**config.mk**
```make
export PLATFORM = sky130hd
export DESIGN_NAME = mem_access_unit
export DESIGN_NICKNAME = d
export VERILOG_FILES = /design/src/rtl/mem_access_unit.sv
export SDC_FILE = /design/constraint.sdc
export NUM_CORES = 1
export LEC_CHECK = 0
export ABC_AREA = 1
export CAP_MARGIN = 10
export CORE_ASPECT_RATIO = 0.7
export CORE_MARGIN = 2
export CORE_UTILIZATION = 40
export DETAILED_ROUTE_END_ITERATION = 12
export PLACE_DENSITY = 0.74
export SYNTH_ARGS = -nofsm -noshare
export SYNTH_HDL_FRONTEND = slang
export SYNTH_SLANG_ARGS = --single-unit
```
**constraint.sdc**
```tcl
create_clock -name clk -period 3.1 [get_ports clk]
set_input_delay 0.62 -clock clk [delete_from_list [all_inputs] [get_ports clk]]
set_output_delay 0.62 -clock clk [all_outputs]
set_load 0.005 [all_outputs]
```
**src/rtl/mem_access_unit.sv**
```systemverilog
// rtl/mem_access_unit.sv - MEM stage load/store engine with req/ack data-memory handshake
module mem_access_unit #(
   parameter int SIZE   = 32,
   parameter int ADDR_W = 32
) (
   input  logic              clk,
   input  logic              rst_n,
   input  logic              MemRead,
   input  logic              MemWrite,
   input  logic [1:0]        memSize,
   input  logic              memUnsigned,
   input  logic [ADDR_W-1:0] address,
   input  logic [SIZE-1:0]   storeData,
   output logic              dmem_req,
   output logic              dmem_we,
   output logic [ADDR_W-1:0] dmem_addr,
   output logic [3:0]        dmem_be,
   output logic [SIZE-1:0]   dmem_wdata,
   input  logic              dmem_ack,
   input  logic [SIZE-1:0]   dmem_rdata,
   output logic [SIZE-1:0]   readData,
   output logic              stall,
   output logic              misaligned
);

   typedef enum logic [1:0] {
      IDLE = 2'd0,
      REQ  = 2'd1,
      DONE = 2'd2
   } state_t;

   state_t          state, state_nxt;
   logic            acc, mis, issue, is_half, is_word;
   logic [3:0]      be_c;
   logic [SIZE-1:0] wdata_c, load_fmt;
   logic [1:0]      lane_q, size_q;
   logic            uns_q;
   logic [7:0]      lb;
   logic [15:0]     lh;

   assign acc     = MemRead | MemWrite;
   assign is_half = (memSize == 2'b01);
   assign is_word = memSize[1];
   assign mis     = (is_half & address[0]) | (is_word & (|address[1:0]));

   always_comb begin
      be_c    = 4'b1111;
      wdata_c = storeData;
      case (memSize)
         2'b00: begin
            be_c    = 4'b0001 << address[1:0];
            wdata_c = {4{storeData[7:0]}};
         end
         2'b01: begin
            be_c    = address[1] ? 4'b1100 : 4'b0011;
            wdata_c = {2{storeData[15:0]}};
         end
         default: ;
      endcase
   end

   // Lane selection uses the size/offset captured at issue, not the live inputs.
   always_comb begin
      lb       = dmem_rdata[{lane_q, 3'b000} +: 8];
      lh       = lane_q[1] ? dmem_rdata[31:16] : dmem_rdata[15:0];
      load_fmt = dmem_rdata;
      case (size_q)
         2'b00:   load_fmt = {{(SIZE-8){~uns_q & lb[7]}}, lb};
         2'b01:   load_fmt = {{(SIZE-16){~uns_q & lh[15]}}, lh};
         default: ;
      endcase
   end

   always_ff @(posedge clk or negedge rst_n) begin
      if (!rst_n) state <= IDLE;
      else        state <= state_nxt;
   end

   always_comb begin
      state_nxt = state;
      case (state)
         IDLE:    if (acc && !mis) state_nxt = REQ;
         REQ:     if (dmem_ack)    state_nxt = DONE;
         DONE:    state_nxt = IDLE;
         default: state_nxt = IDLE;
      endcase
   end

   always_comb begin
      issue      = (state == IDLE) & acc & ~mis;
      stall      = issue | (state == REQ);
      misaligned = (state == IDLE) & acc & mis;
   end

   always_ff @(posedge clk or negedge rst_n) begin
      if (!rst_n) begin
         dmem_req   <= 1'b0;
         dmem_we    <= 1'b0;
         dmem_addr  <= '0;
         dmem_be    <= '0;
         dmem_wdata <= '0;
         readData   <= '0;
         lane_q     <= '0;
         size_q     <= '0;
         uns_q      <= 1'b0;
      end else if (issue) begin
         dmem_req   <= 1'b1;
         dmem_we    <= MemWrite;
         dmem_addr  <= {address[ADDR_W-1:2], 2'b00};
         dmem_be    <= be_c;
         dmem_wdata <= wdata_c;
         lane_q     <= address[1:0];
         size_q     <= memSize;
         uns_q      <= memUnsigned;
      end else if (state == REQ && dmem_ack) begin
         dmem_req <= 1'b0;
         if (!dmem_we) readData <= load_fmt;
      end
   end

endmodule

```
Yosys cells after proc, flatten, opt, wreduce, memory -nomap -nowiden
Cells that the tools add are included.
{"block": "totals", "ff_bits": 107, "in_bits": 104, "output_inout_bits": 104, "wordCells": 51}
{"block": "classes", "n_eq_ne": 5, "shifts": 2, "muxes": 10, "n_bitwise": 14, "reduce_logical": 10}
{"operator": "one-hot mux 32 bit (2 select lines)", "count": 2}
{"operator": "variable part select 32 x 6 -> 8 bit", "count": 1}
{"operator": "two-way mux 16 bit", "count": 1}
{"operator": "one-hot mux 4 bit (2 select lines)", "count": 1}
{"operator": "AND 1 bit", "count": 7}
{"operator": "== test 2 x 1 -> 1 bit (second input constant)", "count": 3}
{"operator": "logical NOT 2 bit", "count": 3}
{"operator": "two-way mux 2 bit", "count": 2}
{"operator": "two-way mux 4 bit", "count": 1}
{"operator": "!= test 2 bit (second input constant)", "count": 2}
{"operator": "inverter 1 bit", "count": 4}
{"operator": "one-hot mux 2 bit (2 select lines)", "count": 1}
{"operator": "<< shifter 1 x 2 -> 4 bit (first input constant)", "count": 1}
{"operator": "OR 1 bit", "count": 3}
{"operator": "AND reduction 3 bit", "count": 1}
{"operator": "logical AND 1 bit", "count": 2}
{"operator": "two-way mux 1 bit", "count": 2}
{"operator": "AND reduction 2 bit", "count": 1}
{"operator": "nonzero test 2 bit", "count": 1}
{"operator": "OR reduction 2 bit", "count": 1}
{"operator": "logical NOT 1 bit", "count": 1}

Depth between registers and ports, before layout
{"block": "logic_depth", "depth_word": 7, "ltp_mapped": 10, "ltp_nobuf": 9}

Least setup slack after synthesis
OpenSTA, ideal clock, no wires.
{"block": "synth_timing", "kind": "input port to output port", "start": "input memSize[1]", "end": "output stall", "arrival_time_ps": 1316, "setup_slack_ps": 1164, "path_stages": 7, "cell_sequence": "nor2_4 > inv_2 > nand2_1 > nand2_1 > buf_6 > buf_2 > nand2_1"}
{"block": "synth_between", "elab_chain_cells": 6}
{"item": "start: declaration", "line_no": "10", "rtl": "input logic [1:0] memSize,"}
{"item": "== test 2 x 1 -> 1 bit", "line_no": "42", "rtl": "assign is_half = (memSize == 2'b01);"}
{"item": "AND 1 bit", "line_no": "44", "rtl": "assign mis = (is_half & address[0]) | (is_word & (|address[1:0]));"}
{"item": "OR 1 bit *", "line_no": "44"}
{"item": "inverter 1 bit *", "line_no": "90", "rtl": "issue = (state == IDLE) & acc & ~mis;"}
{"item": "AND 1 bit *", "line_no": "90"}
{"item": "OR 1 bit *", "line_no": "91", "rtl": "stall = issue | (state == REQ);"}
{"item": "end: declaration", "line_no": "22", "rtl": "output logic stall,"}
Every way passes the cells marked *; elsewhere a longest branch is shown, timed or not.

Worst setup path after layout
Same ends and word-level chain as after synthesis.

==> run_results.csv <==
group,metric,value,unit
timing,hold_viol_final,0,
global_route,antenna_found_initial,1,
critical_path,ff2ff_path_depth,7,
clock_network,holdBufCountCts,0,
cells_and_area,layout-drive-gt1-share,0.0686,
synthesis,synthSimpleGateAreaFrac,0.272,
clock_network,cts_buffers,9,
synthesis,synth-compound-area-share,0.124,
clock_network,cts_max_path_buffers,2,
timing,fin_tns_setup,0,ps
critical_path,end_kind,"output pin",
floorplanning,coreArea,0.0124,mm^2
route,post_drt_wl_per_cell,14.9,um
synthesis,synth_top_area_share,0.529,
route,drt_iter0_drc,362,
timing,tightest_slew,805,ps
route,firstDrtPassIters,5,
critical_path,crit_type,"in2out",
timing,slew_headroom,0.463,
cells_and_area,final_cell_mix,"284 x nand2_1, 204 x clkdlybuf4s50_1, 107 x dfrtp_1",
critical_path,start_kind,"input pin",
floorplanning,num_rows,34,
clock_network,clk_pin_slew,70,ps
synthesis,synth_top_family_by_area,"simple AND/OR/NAND/NOR gates",
synthesis,avgSynthCellArea,7.80,um^2
synthesis,synth-seq-area-share,0.529,
floorplanning,ios,208,
synthesis,synth_seq_cells,107,
route,drc,0,
power_and_ir_drop,ir_drop,0.413,mV
clock_network,post_cts_resized,0,
floorplanning,start_util,0.409,
cells_and_area,fillers,1102,
cells_and_area,instances_no_fill,1009,
cells_and_area,syn2layout_area_growth,48.3,%
power_and_ir_drop,power_density,869,mW/mm^2
global_route,grt_pass1_wl,24600,um
synthesis,synth_cell_types,25,
outcome,status,"finished clean",
global_route,overflow,0,
synthesis,yosys.area_share.xor_xnor,0,
placement,dpl.cell_count,992,
job,drv_cap,0,
timing,timing.hold.ws,272,ps
clock_network,cts_root_buffer,"clkbuf_16",
placement,portBuffers,205,
route,vias,4918,
synthesis,synth-adder-area-share,0,
floorplanning,fp.dieW,138,um
floorplanning,die-area,0.0136,mm^2
timing,clock.fmax,368,MHz
clock_network,htreeDepth,3,
global_route,grt_pass1_vias,4917,
critical_path,cp.arrival,2100,ps
power_and_ir_drop,p_leak,3.64,nW
critical_path,worstPathMaxFanout,4,
synthesis,netlist_instances,649,
route,ant_nets,0,
critical_path,r2r_start,"lane_q[1]",
timing,min_period_over_period,0.876,
placement,gp_congestion,0.850,
route,vias_per_cell,4.87,
clock_network,cts_tree,"done",
floorplanning,die_h,98.1,um
placement,dp_hpwl,11000,um
cells_and_area,final_common_cell,"nand2_1",
timing,setup_viol,0,
global_route,grt_max_degree,91,
clock_network,postCtsSetupBuffers,0,
cells_and_area,nets,945,
global_route,gr-usage-all-layers,0.221,
critical_path,reg2reg_slack,1130,ps
synthesis,synth_top_area_cell,"dfrtp_1",
min_path,hp-class,"in2async",
critical_path,timing.rr.end,"readData[27]",
route,wl,15000,um
synthesis,synth_warnings,0,
clock_network,numClockSinks,107,
timing,final_max_slew_viol_count,0,
synthesis,yosys-mux-area-fraction,0,
timing,fin_skew,3.90,ps
critical_path,cp.required,2480,ps
timing,post-route-min-period,2720,ps
timing,rsz0062_at_grt,"no",
clock_network,clkLatencyLatePin,330,ps
synthesis,synth_top_cells_by_area,"dfrtp_1 53%, nand2_1 21%, a21oi_1 5.6%",
synthesis,syn-cell-area,0.00506,mm^2
## layout make-up
class,instances,area [um^2],area share
clock inverter,5,60.1,0.00800
antenna,1,2.50,0.000333
timing repair buffer,218,2150,0.286
sequential,107,2680,0.357
clock buffer,11,253,0.0337
multi-input combinational,466,2020,0.268
inverter,39,149,0.0198
tap,162,203,0.0270
## registers in the layout (all words and copies together), names as in the netlist
| name | flops |
|---|---|
| dmem_addr | 30 |
| dmem_we | 1 |
| uns_q | 1 |
| dmem_be | 4 |
| readData | 32 |
| size_q | 2 |
| lane_q | 2 |
| state | 2 |
| dmem_wdata | 32 |
| dmem_req | 1 |
## critical path: stages
cell	delay [ps]
clkdlybuf4s50_1	490
nor2_4	150
inv_2	30
nand2_1	100
nand2_2	90
nand2_1	70
clkdlybuf4s50_1	540
## worst max-delay path by stage
| stage | from | to | slack, ps | cells after the start |
|---|---|---|---|---|
| floorplan | memSize[1] | stall | 1160 | 7 |
| global placement | memSize[1] | stall | 360 | 7 |
| detailed placement | memSize[1] | stall | 380 | 7 |
| CTS | memSize[1] | stall | 370 | 7 |
| global route | memSize[1] | stall | 270 | 7 |
| finish | memSize[1] | stall | 380 | 7 |
## synth_stat cells
| cell | number |
|---|---|
| nand2_1 | 285 |
| dfrtp_1 | 107 |
| a21oi_1 | 57 |
| o21ai_0 | 50 |
| inv_1 | 34 |
| nand3_1 | 18 |
| clkbuf_1 | 17 |
| or2_2 | 17 |
| nor2_1 | 16 |
| buf_2 | 10 |
| o21ai_1 | 9 |
| buf_6 | 8 |
| buf_4 | 3 |
| a211oi_1 | 2 |
| clkinv_2 | 2 |
| inv_2 | 2 |
| nor2_4 | 2 |
| o21a_1 | 2 |
| o21ai_2 | 2 |
| clkinv_1 | 1 |
| conb_1 | 1 |
| nand2_2 | 1 |
| nand2_4 | 1 |
| nand4_1 | 1 |
| nor3_1 | 1 |
## cells by family (layout without fill, tap and decap cells)
kind of cell	Yosys count	after routing
buffers and inverters	77	273
AND/OR/NAND/NOR	342	342
other	1	3
AO/OA/AOI/OAI	122	122
flip-flops	107	107
## stage by stage
stage | setup slack (ps) | power [mW] | cell area [um^2] | util
4_1_cts | 371 | 6.57 | 7500 | 0.606
3_3_place_gp | 361 | 5.27 | 7190 | 0.581
5_1_grt | 266 | 7.01 | 7500 | 0.606
6_report | 384 | 6.52 | 7510 | 0.606
3_5_place_dp | 384 | 5.35 | 7190 | 0.581
2_1_floorplan | 1160 | 3.66 | 5070 | -
## report_power, final
part	internal, mW	total, mW	switching (mW)
clock network	0.674	1.19	0.514
registers	2.02	2.43	0.409
logic	1.62	2.90	1.28
total	4.31	6.52	2.21
## layer usage
layer	share of wire	GRT usage	routed length (um)	up-vias
met4	0.011	0.0463	165	0
met3	0.093	0.0731	1390	12
li1	-	-	-	2423
met1	0.45	0.308	6690	2273
met5	0	0	0	-
met2	0.45	0.339	6770	210
No activity file was read; power rests on OpenSTA's default activity.
